<file path="src/rtl/spi_pkg.sv">
// Shared definitions for the SPI transmit slice: FSM state encoding and the
// default frame width, which also sets the program counter's numCycles.
package spi_pkg;

  localparam int SPI_DATA_WIDTH = 8;

  typedef enum logic [1:0] {
    ST_IDLE     = 2'd0,
    ST_SHIFT    = 2'd1,
    ST_BOUNDARY = 2'd2
  } spi_state_t;

endpackage

</file>
<file path="src/rtl/spi_tx_shifter_if.sv">
// Handshake bundle between the serialClock/memory side and the SPI transmit
// stage; slave is the shifter's view, master is the driving side's view.
interface spi_tx_shifter_if #(
  parameter int dataWidth = spi_pkg::SPI_DATA_WIDTH
);

  logic                 sclkPosEdge;
  logic                 sclkNegEdge;
  logic                 txEn;
  logic [dataWidth-1:0] dataIn;
  logic                 mosi;
  logic                 csN;
  logic                 busy;
  logic                 byteDone;

  modport slave (
    input  sclkPosEdge, sclkNegEdge, txEn, dataIn,
    output mosi, csN, busy, byteDone
  );

  modport master (
    output sclkPosEdge, sclkNegEdge, txEn, dataIn,
    input  mosi, csN, busy, byteDone
  );

endinterface

</file>
<file path="src/rtl/spi_tx_shifter_shift_reg.sv">
// Loadable shift register with a registered serial output. Bit order is MSB
// first by default; defining SPI_LSB_FIRST_EN sends LSB first instead.
module spi_shift_reg
  import spi_pkg::*;
#(
  parameter int dataWidth = SPI_DATA_WIDTH
) (
  input  logic                 clk,
  input  logic                 rst,
  input  logic                 load,
  input  logic                 shift,
  input  logic                 clear,
  input  logic [dataWidth-1:0] dataIn,
  output logic                 serialOut
);

  logic [dataWidth-1:0] shreg;

  // serialOut always holds the bit the receiver samples on the next sclk rise
  always_ff @(posedge clk) begin
    if (rst) begin
      shreg     <= '0;
      serialOut <= 1'b0;
    end else if (load) begin
      shreg <= dataIn;
`ifdef SPI_LSB_FIRST_EN
      serialOut <= dataIn[0];
`else
      serialOut <= dataIn[dataWidth-1];
`endif
    end else if (shift) begin
`ifdef SPI_LSB_FIRST_EN
      shreg     <= shreg >> 1;
      serialOut <= shreg[1];
`else
      shreg     <= shreg << 1;
      serialOut <= shreg[dataWidth-2];
`endif
    end else if (clear) begin
      serialOut <= 1'b0;
    end
  end

endmodule

</file>
<file path="src/rtl/spi_tx_shifter.sv">
// SPI transmit stage: frames bytes from memory onto mosi under serialClock
// strobes. Bit order follows SPI_LSB_FIRST_EN (undefined: MSB first).
module spi_tx_shifter
  import spi_pkg::*;
#(
  parameter int dataWidth = SPI_DATA_WIDTH
) (
  input  logic             clk,
  input  logic             rst,
  spi_tx_shifter_if.slave  bus
);

  localparam int CNT_W = $clog2(dataWidth);
  localparam logic [CNT_W-1:0] LAST_BIT = CNT_W'(dataWidth - 1);

  spi_state_t       state;
  logic [CNT_W-1:0] bitCnt;
  logic             csN;
  logic             busy;
  logic             byteDone;
  logic             mosi;

  logic negOnly;
  logic load;
  logic shift;
  logic clear;

  // A negedge strobe colliding with a posedge strobe is dropped
  assign negOnly = bus.sclkNegEdge & ~bus.sclkPosEdge;
  assign load    = negOnly & bus.txEn & ((state == ST_IDLE) | (state == ST_BOUNDARY));
  assign shift   = negOnly & (state == ST_SHIFT);
  assign clear   = negOnly & ~bus.txEn & (state == ST_BOUNDARY);

  always_ff @(posedge clk) begin
    if (rst) begin
      state    <= ST_IDLE;
      bitCnt   <= '0;
      csN      <= 1'b1;
      busy     <= 1'b0;
      byteDone <= 1'b0;
    end else begin
      byteDone <= 1'b0;
      case (state)
        ST_IDLE: begin
          if (load) begin
            csN    <= 1'b0;
            busy   <= 1'b1;
            bitCnt <= '0;
            state  <= ST_SHIFT;
          end
        end
        ST_SHIFT: begin
          if (bus.sclkPosEdge) begin
            if (bitCnt == LAST_BIT) begin
              byteDone <= 1'b1;
              bitCnt   <= '0;
              state    <= ST_BOUNDARY;
            end else begin
              bitCnt <= bitCnt + 1'b1;
            end
          end
        end
        ST_BOUNDARY: begin
          // txEn is only honoured here, so a frame is never cut short
          if (negOnly) begin
            if (bus.txEn) begin
              csN    <= 1'b0;
              busy   <= 1'b1;
              bitCnt <= '0;
              state  <= ST_SHIFT;
            end else begin
              csN   <= 1'b1;
              busy  <= 1'b0;
              state <= ST_IDLE;
            end
          end
        end
        default: state <= ST_IDLE;
      endcase
    end
  end

  spi_shift_reg #(
    .dataWidth (dataWidth)
  ) shiftReg (
    .clk       (clk),
    .rst       (rst),
    .load      (load),
    .shift     (shift),
    .clear     (clear),
    .dataIn    (bus.dataIn),
    .serialOut (mosi)
  );

  assign bus.mosi     = mosi;
  assign bus.csN      = csN;
  assign bus.busy     = busy;
  assign bus.byteDone = byteDone;

endmodule

</file>
<file path="src/flat_wrapper.sv">
// flat-port wrapper written by rule: the top's interface ports become plain ports
module spi_tx_shifter_flat import spi_pkg::*;
#(
  parameter int dataWidth = SPI_DATA_WIDTH
)
  (clk, rst, bus_sclkPosEdge, bus_sclkNegEdge, bus_txEn, bus_dataIn, bus_mosi, bus_csN, bus_busy, bus_byteDone);
  spi_tx_shifter_if #(.dataWidth(dataWidth)) bus_i ();
  input  logic clk;
  input  logic rst;
  input wire logic [$bits(bus_i.sclkPosEdge)-1:0] bus_sclkPosEdge;
  input wire logic [$bits(bus_i.sclkNegEdge)-1:0] bus_sclkNegEdge;
  input wire logic [$bits(bus_i.txEn)-1:0] bus_txEn;
  input wire logic [$bits(bus_i.dataIn)-1:0] bus_dataIn;
  output wire logic [$bits(bus_i.mosi)-1:0] bus_mosi;
  output wire logic [$bits(bus_i.csN)-1:0] bus_csN;
  output wire logic [$bits(bus_i.busy)-1:0] bus_busy;
  output wire logic [$bits(bus_i.byteDone)-1:0] bus_byteDone;
  assign bus_i.sclkPosEdge = bus_sclkPosEdge;
  assign bus_i.sclkNegEdge = bus_sclkNegEdge;
  assign bus_i.txEn = bus_txEn;
  assign bus_i.dataIn = bus_dataIn;
  assign bus_mosi = bus_i.mosi;
  assign bus_csN = bus_i.csN;
  assign bus_busy = bus_i.busy;
  assign bus_byteDone = bus_i.byteDone;
  spi_tx_shifter #(.dataWidth(dataWidth)) u_core (.clk(clk), .rst(rst), .bus(bus_i));
endmodule
</file>
<file path="config.mk">
export PLATFORM = sky130hd
export DESIGN_NAME = spi_tx_shifter_flat
export DESIGN_NICKNAME = d
export VERILOG_FILES = /design/src/rtl/spi_pkg.sv /design/src/rtl/spi_tx_shifter_if.sv /design/src/rtl/spi_tx_shifter_shift_reg.sv /design/src/rtl/spi_tx_shifter.sv /design/src/flat_wrapper.sv
export SDC_FILE = /design/constraint.sdc
export NUM_CORES = 1
export LEC_CHECK = 0
export BUFFER_PORTS_ARGS = -buffer_cell sky130_fd_sc_hd__buf_2
export CORE_MARGIN = 4
export CORE_UTILIZATION = 45
export DETAILED_ROUTE_END_ITERATION = 10
export PLACE_DENSITY = 0.68
export SLEW_MARGIN = 15
export SYNTH_ARGS = -nofsm -noshare
export SYNTH_HDL_FRONTEND = slang
export SYNTH_SLANG_ARGS = --single-unit
</file>
<file path="constraint.sdc">
create_clock -name clk -period 3 [get_ports clk]
set_clock_uncertainty 0.1 [all_clocks]
set_input_delay 0.3 -clock clk [delete_from_list [all_inputs] [get_ports clk]]
set_output_delay 0.3 -clock clk [all_outputs]
set_load 0.01 [all_outputs]
</file>
==> results.sh, run 1 <==
export IMPL_h_tree_depth=1
export IMPL_fin_crit_sh_pct=57.4
export IMPL_synth_top_family_by_area="simple AND/OR/NAND/NOR gates"
export IMPL_drc=0
export IMPL_wl_um=1410
export IMPL_ctsHoldBuffers=0
export IMPL_tightest_slew_ns=0.674
export IMPL_crit_type="flip-flop to flip-flop"
export IMPL_final_nets=110
export IMPL_synthAdderAreaFrac_pct=3.29
export IMPL_antenna_found_initial=0
export IMPL_worst_hold_slack_ns=0.148
export IMPL_synth_compound_area_share_pct=19.6
export IMPL_rsz0062_at_grt="no"
export IMPL_num_rows=14
export IMPL_dp_cells=106
export IMPL_yosys_area_share_simple_pct=21.5
export IMPL_insertion_delay_ns=0.29
export IMPL_yosys_warnings=0
export IMPL_cap_violations=0
export IMPL_syn_inst=80
export IMPL_finalHoldViolations=0
export IMPL_wl_per_cell_um=12.8
export IMPL_grt_usage_pct=13.4
export IMPL_syn_area_per_cell_um2=9.51
export IMPL_crit_path_max_fanout=17
export IMPL_hold_class="primary input to flip-flop"
export IMPL_dpl_hpwl_um=983
export IMPL_slew_violations=0
export IMPL_place_ws_ns=1.29
export IMPL_powerDensity_nw_per_um2=474
export IMPL_slowest_stage="nand4bb_1"
export IMPL_synth_xor_area_share_pct=0
export IMPL_max_freq_mhz=581
export IMPL_crit_path_end_kind="flip-flop"
export IMPL_initialDrtViolationCount=13
export IMPL_period_needed_ns=1.72
export IMPL_outcome="finished clean"
export IMPL_cts_setup_buffers=0
export IMPL_coreArea_um2=1560
export IMPL_clock_sinks=16
export IMPL_worstPathRequired_ns=3.04
export IMPL_die_h_um=49.1
export IMPL_clk_pin_slew_ns=0.09
export IMPL_design_area_um2=856
export IMPL_start_util_pct=48.8
export IMPL_antenna_cells=0
export IMPL_vias=618
export IMPL_post_cts_resized=0
export IMPL_vias_per_cell=5.62
export IMPL_cp_arrival_ns=1.76
export IMPL_ant_nets=0
export IMPL_areaGrowthSynthToFinish_pct=12.5
export IMPL_drive_gt1_share_pct=22.3
export IMPL_cts_made_buffers=3
export IMPL_leakage_nw=0.320
export IMPL_grt_pass1_wl_um=2490
export IMPL_setup_ws_ns=1.28
export IMPL_drtPass1Iterations=4
export IMPL_synth_mux_area_share_pct=6.58
export IMPL_finalPower_uw=406
export IMPL_io_pin_count=17
export IMPL_path_cells="nand4bb_1, nor2_1, a211oi_1"
export IMPL_numPortBuffers=16
export IMPL_grt_pass1_vias=564
export IMPL_fin_cells=110
export IMPL_vdd_drop_max_mv=0.234
export IMPL_die_area_um2=2410
export IMPL_setup_violations=0
export IMPL_synth_nets=95
export IMPL_synth_seq_cells=16
export IMPL_cts_tree="built"
export IMPL_clockBufferDepth=2
export IMPL_grt_max_degree=18
export IMPL_fin_setup_tns_ns=0
export IMPL_relSlewSlack_pct=54.8
export IMPL_syn_area_um2=761
export IMPL_fin_util_pct=54.9
export IMPL_die_width_um=49.1
export IMPL_synth_seq_area_share_pct=42.1
export IMPL_grt_ovfl_total=0
export IMPL_synth_cell_types=27
export IMPL_place_gp_congestion=0.729
export IMPL_cts_root_buf="clkbuf_4"
export IMPL_dpl_cell_area_um2=820
export IMPL_crit_path_max_incr_delay_ns=0.66
export IMPL_worst_setup_path_start_kind="flip-flop"
worst paths after layout:
kind / from / endpoint / slack [ns] / depth (start not counted)
worst min register to register: u_core.shiftReg.serialOut$_SDFFE_PP0P_ / u_core.shiftReg.serialOut$_SDFFE_PP0P_ / 0.35 / 2
worst max-delay path: u_core.state[0]$_SDFFE_PP0P_ / u_core.shiftReg.shreg[4]$_SDFFE_PP0P_ / 1.28 / 3
worst min-delay path: bus_dataIn[0] / u_core.shiftReg.shreg[0]$_SDFFE_PP0P_ / 0.15 / 3
worst max register to register: u_core.state[0]$_SDFFE_PP0P_ / u_core.shiftReg.shreg[4]$_SDFFE_PP0P_ / 1.28 / 3
routing by layer:
layer | GRT usage, % | part of all wire, % | vias to the layer above
met5 | 0 | 0 | -
met4 | 7.11 | 1.5 | 0
met3 | 4.28 | 6.7 | 3
met2 | 20.1 | 42 | 14
met1 | 16.9 | 50 | 274
li1 | - | - | 327
area by class of cell:
cell class                 count  area, µm²
tap                           16       20.0
multi-input combinational     55        388
clock buffer                   4       36.3
fill                         153        703
timing repair buffer          16       80.1
inverter                       3       11.3
sequential                    16        320
registers in the layout, summed over array words and instances (netlist names):
register,cells
u_core.bitCnt,3
u_core.state,2
u_core.bus.csN,1
u_core.shiftReg.serialOut,1
u_core.bus.busy,1
u_core.shiftReg.shreg,7
u_core.bus.byteDone,1
placed cells by master, fill, tap and decap left out:
master / count
nor4bb_1: 1
nor3_1: 1
a21oi_1: 7
a211oi_1: 6
and4bb_1: 1
a22oi_1: 1
nand2b_1: 4
nand3b_1: 3
nor2b_1: 1
nand3_1: 5
nand2_1: 1
o21ai_1: 2
o2111ai_1: 2
and4bb_4: 1
inv_1: 3
nand4bb_1: 1
dfxtp_1: 16
clkbuf_8: 1
mux2i_1: 5
a211o_1: 1
nor2_1: 7
clkbuf_4: 3
o21a_1: 1
ha_1: 2
a311oi_1: 1
a2111oi_0: 1
buf_2: 16
worst max-delay path: cells and delay by family (launching register included):
kind / cells / cell delay, ns
compound gates: 1 / 0.09
flops: 1 / 0.41
simple gates: 2 / 0.97
Yosys cell counts:
master	count	area (µm²)
nand2b_1	4	25.0
mux2i_1	5	50.1
o21ai_1	2	10.0
nand3_1	5	25.0
nand4bb_1	1	11.3
a311oi_1	1	8.76
clkbuf_1	1	3.75
o21a_1	1	7.51
nor2b_1	1	6.26
and4bb_1	1	12.5
buf_2	3	15.0
a22oi_1	1	7.51
nand3b_1	3	22.5
nor4bb_1	1	10.0
nand2_1	1	3.75
a2111oi_0	1	8.76
a211oi_1	6	45.0
o2111ai_1	2	17.5
a21oi_1	7	35.0
and4bb_4	1	16.3
inv_1	3	11.3
nor3_1	1	5.00
nor2_1	7	26.3
buf_6	2	22.5
dfxtp_1	16	320
a211o_1	1	8.76
ha_1	2	25.0
cells by family after synthesis:
group,count (synthesis)
AO/OA/AOI/OAI,22
buffers and inverters,9
AND/OR/NAND/NOR,26
adder cells (fa/ha/maj),2
multiplexers,5
flip-flops,16
power by group:
part | internal (mW) | total (mW) | switching (mW)
registers | 0.220 | 0.226 | 0.00547
logic | 0.0187 | 0.0398 | 0.0211
clock network | 0.0739 | 0.140 | 0.0660
No activity file was read; power rests on OpenSTA's default activity.
==> inputs of run 2 (changes only) <==
- ABC_AREA: unset -> 1
- PLACE_DENSITY: 0.68 -> 0.7
- clock period: 3 -> 1.4 ns (I/O delays scaled with it)
==> run 2 against run 1 <==
  * Via count increased by 27%
  * Cell area increased by 12%
  * Fmax increased by 34%
==> results.sh, run 2 <==
export IMPL_synth_cell_types=23
export IMPL_multi_input_area_um2=449
export IMPL_drc=0
export IMPL_r2r_cells=8
export IMPL_rr_endpoint="u_core.state[1]$_SDFFE_PP0P_"
export IMPL_vias=784
export IMPL_power_frac_seq_pct=56.5
export IMPL_h_tree_depth=1
export IMPL_reg2reg_slack_ns=0.12
export IMPL_cts_made_buffers=3
export IMPL_crit_type="flip-flop to flip-flop"
export IMPL_clockBufferDepth=2
export IMPL_largest_register="u_core.shiftReg.shreg"
export IMPL_grt_usage_pct=15.4
export IMPL_async_flop_share_pct=0
export IMPL_cp_top_family="adder cells"
export IMPL_die_h_um=50.7
export IMPL_ff_latch_area_um2=325
export IMPL_worst_setup_path_start_kind="flip-flop"
export IMPL_clk_pin_slew_ns=0.09
export IMPL_cp_arrival_ns=1.36
export IMPL_synth_top_area_cell="dfxtp_1"
export IMPL_final_cell_mix="nand2_1 (27), buf_2 (16), nor2_1 (13)"
export IMPL_combPwrFrac_pct=15.6
export IMPL_fillers=172
export IMPL_start_util_pct=47.6
export IMPL_clock_sinks=16
export IMPL_drtPass1Iterations=5
export IMPL_die_width_um=50.7
export IMPL_grt_pass1_vias=768
export IMPL_outcome="finished clean"
export IMPL_cap_violations=0
export IMPL_slew_violations=0
export IMPL_slowest_stage="dfxtp_2"
export IMPL_coreArea_um2=1730
export IMPL_areaGrowthSynthToFinish_pct=16.9
export IMPL_cts_root_buf="clkbuf_4"
export IMPL_synth_top_area_share_pct=39.0
export IMPL_numPortBuffers=16
export IMPL_crit_top_cell="nand2_1"
export IMPL_finalHoldViolations=0
export IMPL_synth_nets=129
export IMPL_whs_path_depth=3
export IMPL_switching_share_pct=27.7
export IMPL_num_rows=15
export IMPL_hold_class="primary input to flip-flop"
export IMPL_ant_nets=0
export IMPL_grt_pass1_wl_um=3040
export IMPL_dpl_hpwl_um=1340
export IMPL_path_cells="ha_1, ha_1, inv_2, nand2_1, nand2_1, nor2_1, nand2_1, a21oi_2"
export IMPL_cts_tree="built"
export IMPL_final_nets=149
export IMPL_fin_crit_sh_pct=91.5
export IMPL_leakage_nw=0.428
export IMPL_largest_reg_flops=7
export IMPL_layout_commonest_cell="nand2_1"
export IMPL_cts_setup_buffers=0
export IMPL_grt_ovfl_total=0
export IMPL_synth_seq_area_share_pct=39.0
export IMPL_setup_violations=0
export IMPL_reg_top3="u_core.shiftReg.shreg x7, u_core.bitCnt x3, u_core.state x2"
export IMPL_grt_max_degree=13
export IMPL_p_clk_share_pct=27.8
export IMPL_die_area_um2=2570
export IMPL_powerDensity_nw_per_um2=913
export IMPL_yosys_warnings=0
export IMPL_internal_power_uw=635
export IMPL_crit_path_max_fanout=3
export IMPL_wl_per_cell_um=11.0
export IMPL_syn_inst=114
export IMPL_path_buf_inv=1
export IMPL_drive_gt1_share_pct=32.6
export IMPL_synth_ff_type="dfxtp_1"
export IMPL_setup_ws_ns=0.119
export IMPL_initialDrtViolationCount=19
export IMPL_place_ws_ns=0.112
export IMPL_vdd_drop_max_mv=0.503
export IMPL_hp_start="bus_dataIn[0]"
export IMPL_syn_area_um2=822
export IMPL_switchingPower_uw=243
export IMPL_antenna_cells=0
export IMPL_max_freq_mhz=781
export IMPL_antenna_found_initial=0
export IMPL_period_needed_ns=1.28
export IMPL_place_gp_congestion=0.925
export IMPL_hold_end="u_core.shiftReg.shreg[0]$_SDFFE_PP0P_"
export IMPL_timing_rr_start="u_core.bitCnt[0]$_SDFFE_PP0P_"
export IMPL_crit_path_end_kind="flip-flop"
export IMPL_yosys_top_cells_area="dfxtp_1 (39%), nand2_1 (12%), nor2_1 (5.9%)"
export IMPL_tightest_slew_ns=0.293
export IMPL_syn_area_per_cell_um2=7.21
export IMPL_crit_path_max_incr_delay_ns=0.34
export IMPL_vias_per_cell=4.99
export IMPL_fin_setup_tns_ns=0
export IMPL_synth_seq_cells=16
export IMPL_io_pin_count=17
export IMPL_synth_edff_count=0
export IMPL_rsz0062_at_grt="no"
export IMPL_wl_um=1730
export IMPL_synth_top_cells_by_count="nand2_1 (27), dfxtp_1 (16), nor2_1 (13)"
export IMPL_synth_most_common_cell="nand2_1"
export IMPL_insertion_delay_ns=0.28
export IMPL_worstPathRequired_ns=1.48
export IMPL_relSlewSlack_pct=80.3
run 2: cell types whose count changed in the layout (fill, tap and decap cells not counted), sizes merged, moves of 4 or more:
cell | before | now
nand2 | 1 | 31
a31oi | 0 | 5
inv | 3 | 12
a211oi | 6 | 0
o21ai | 2 | 7
mux2i | 5 | 0
nand2b | 4 | 0
nor2 | 7 | 18
run 2: worst max-delay path by stage:
| stage | startpoint | slack [ns] | end | depth (start not counted) |
|---|---|---|---|---|
| 2_1_floorplan | u_core.bitCnt[0]$_SDFFE_PP0P_ | 0.17 | u_core.state[1]$_SDFFE_PP0P_ | 8 |
| 3_3_place_gp | u_core.bitCnt[0]$_SDFFE_PP0P_ | 0.11 | u_core.state[1]$_SDFFE_PP0P_ | 8 |
| 3_5_place_dp | u_core.state[1]$_SDFFE_PP0P_ | 0.11 | u_core.bitCnt[2]$_SDFFE_PP0P_ | 7 |
| 4_1_cts | u_core.state[1]$_SDFFE_PP0P_ | 0.09 | u_core.bitCnt[2]$_SDFFE_PP0P_ | 7 |
| 5_1_grt | u_core.state[1]$_SDFFE_PP0P_ | 0.01 | u_core.bitCnt[1]$_SDFFE_PP0P_ | 7 |
| 6_report | u_core.bitCnt[0]$_SDFFE_PP0P_ | 0.12 | u_core.state[1]$_SDFFE_PP0P_ | 8 |
run 2: through the flow:
step / utilization, % / cell area (µm²) / power, mW / hold WS, ns / std cells
after floorplan: - / 822 / 0.598 / 0.184 / 114
after global placement: 53.8 / 930 / 0.640 / 0.301 / 154
after CTS: 55.1 / 952 / 0.882 / 0.00905 / 157
final: 55.7 / 961 / 0.878 / 0.00781 / 157
after detailed placement: 53.8 / 930 / 0.642 / 0.310 / 154
after global routing: 55.7 / 961 / 0.931 / 0.0138 / 157
run 2: worst reg2reg max path: stages, from the launching register on:
cell     delay (ns)
dfxtp_2        0.34
ha_1           0.20
ha_1           0.20
inv_2          0.07
nand2_1        0.05
nand2_1        0.08
nor2_1         0.04
nand2_1        0.06
a21oi_2        0.05
run 2: layout make-up:
class	instances	share of cell area, %
multi-input combinational	84	46.7
sequential	16	33.9
timing repair buffer	17	9.11
inverter	12	4.69
tap	25	3.26
clock buffer	3	2.34
run 2: what timing repair did:
action                                 4_1_cts  5_1_grt
gates resized for setup                      0        6
setup endpoints to repair                    0        6
endpoints found under the hold margin        0        0
hold buffers                                 0        0
run 2: kinds of logic after synthesis:
family | count (synthesis) | share of synthesized area (%)
simple gates | 62 | 37.0
compound gates | 20 | 14.2
flops | 16 | 39.0
buf+inv | 14 | 6.85
fa+ha+maj | 2 | 3.04
run 2: power groups by stage:
stage	Clock (mW)	Sequential, mW	Combinational [mW]
after global placement	0	0.505	0.135
after detailed placement	0	0.505	0.137
after CTS	0.249	0.495	0.138
final	0.244	0.496	0.137
after floorplan	0	0.504	0.0933
after global routing	0.272	0.500	0.158
run 2: layer usage:
metal / GRT usage (%) / up-vias / share of wire [%]
li1: - / 416 / -
met1: 18.0 / 345 / 47
met2: 25.4 / 19 / 47
met5: 0 / - / 0
met4: 9.42 / 0 / 1.6
met3: 3.26 / 4 / 4.6
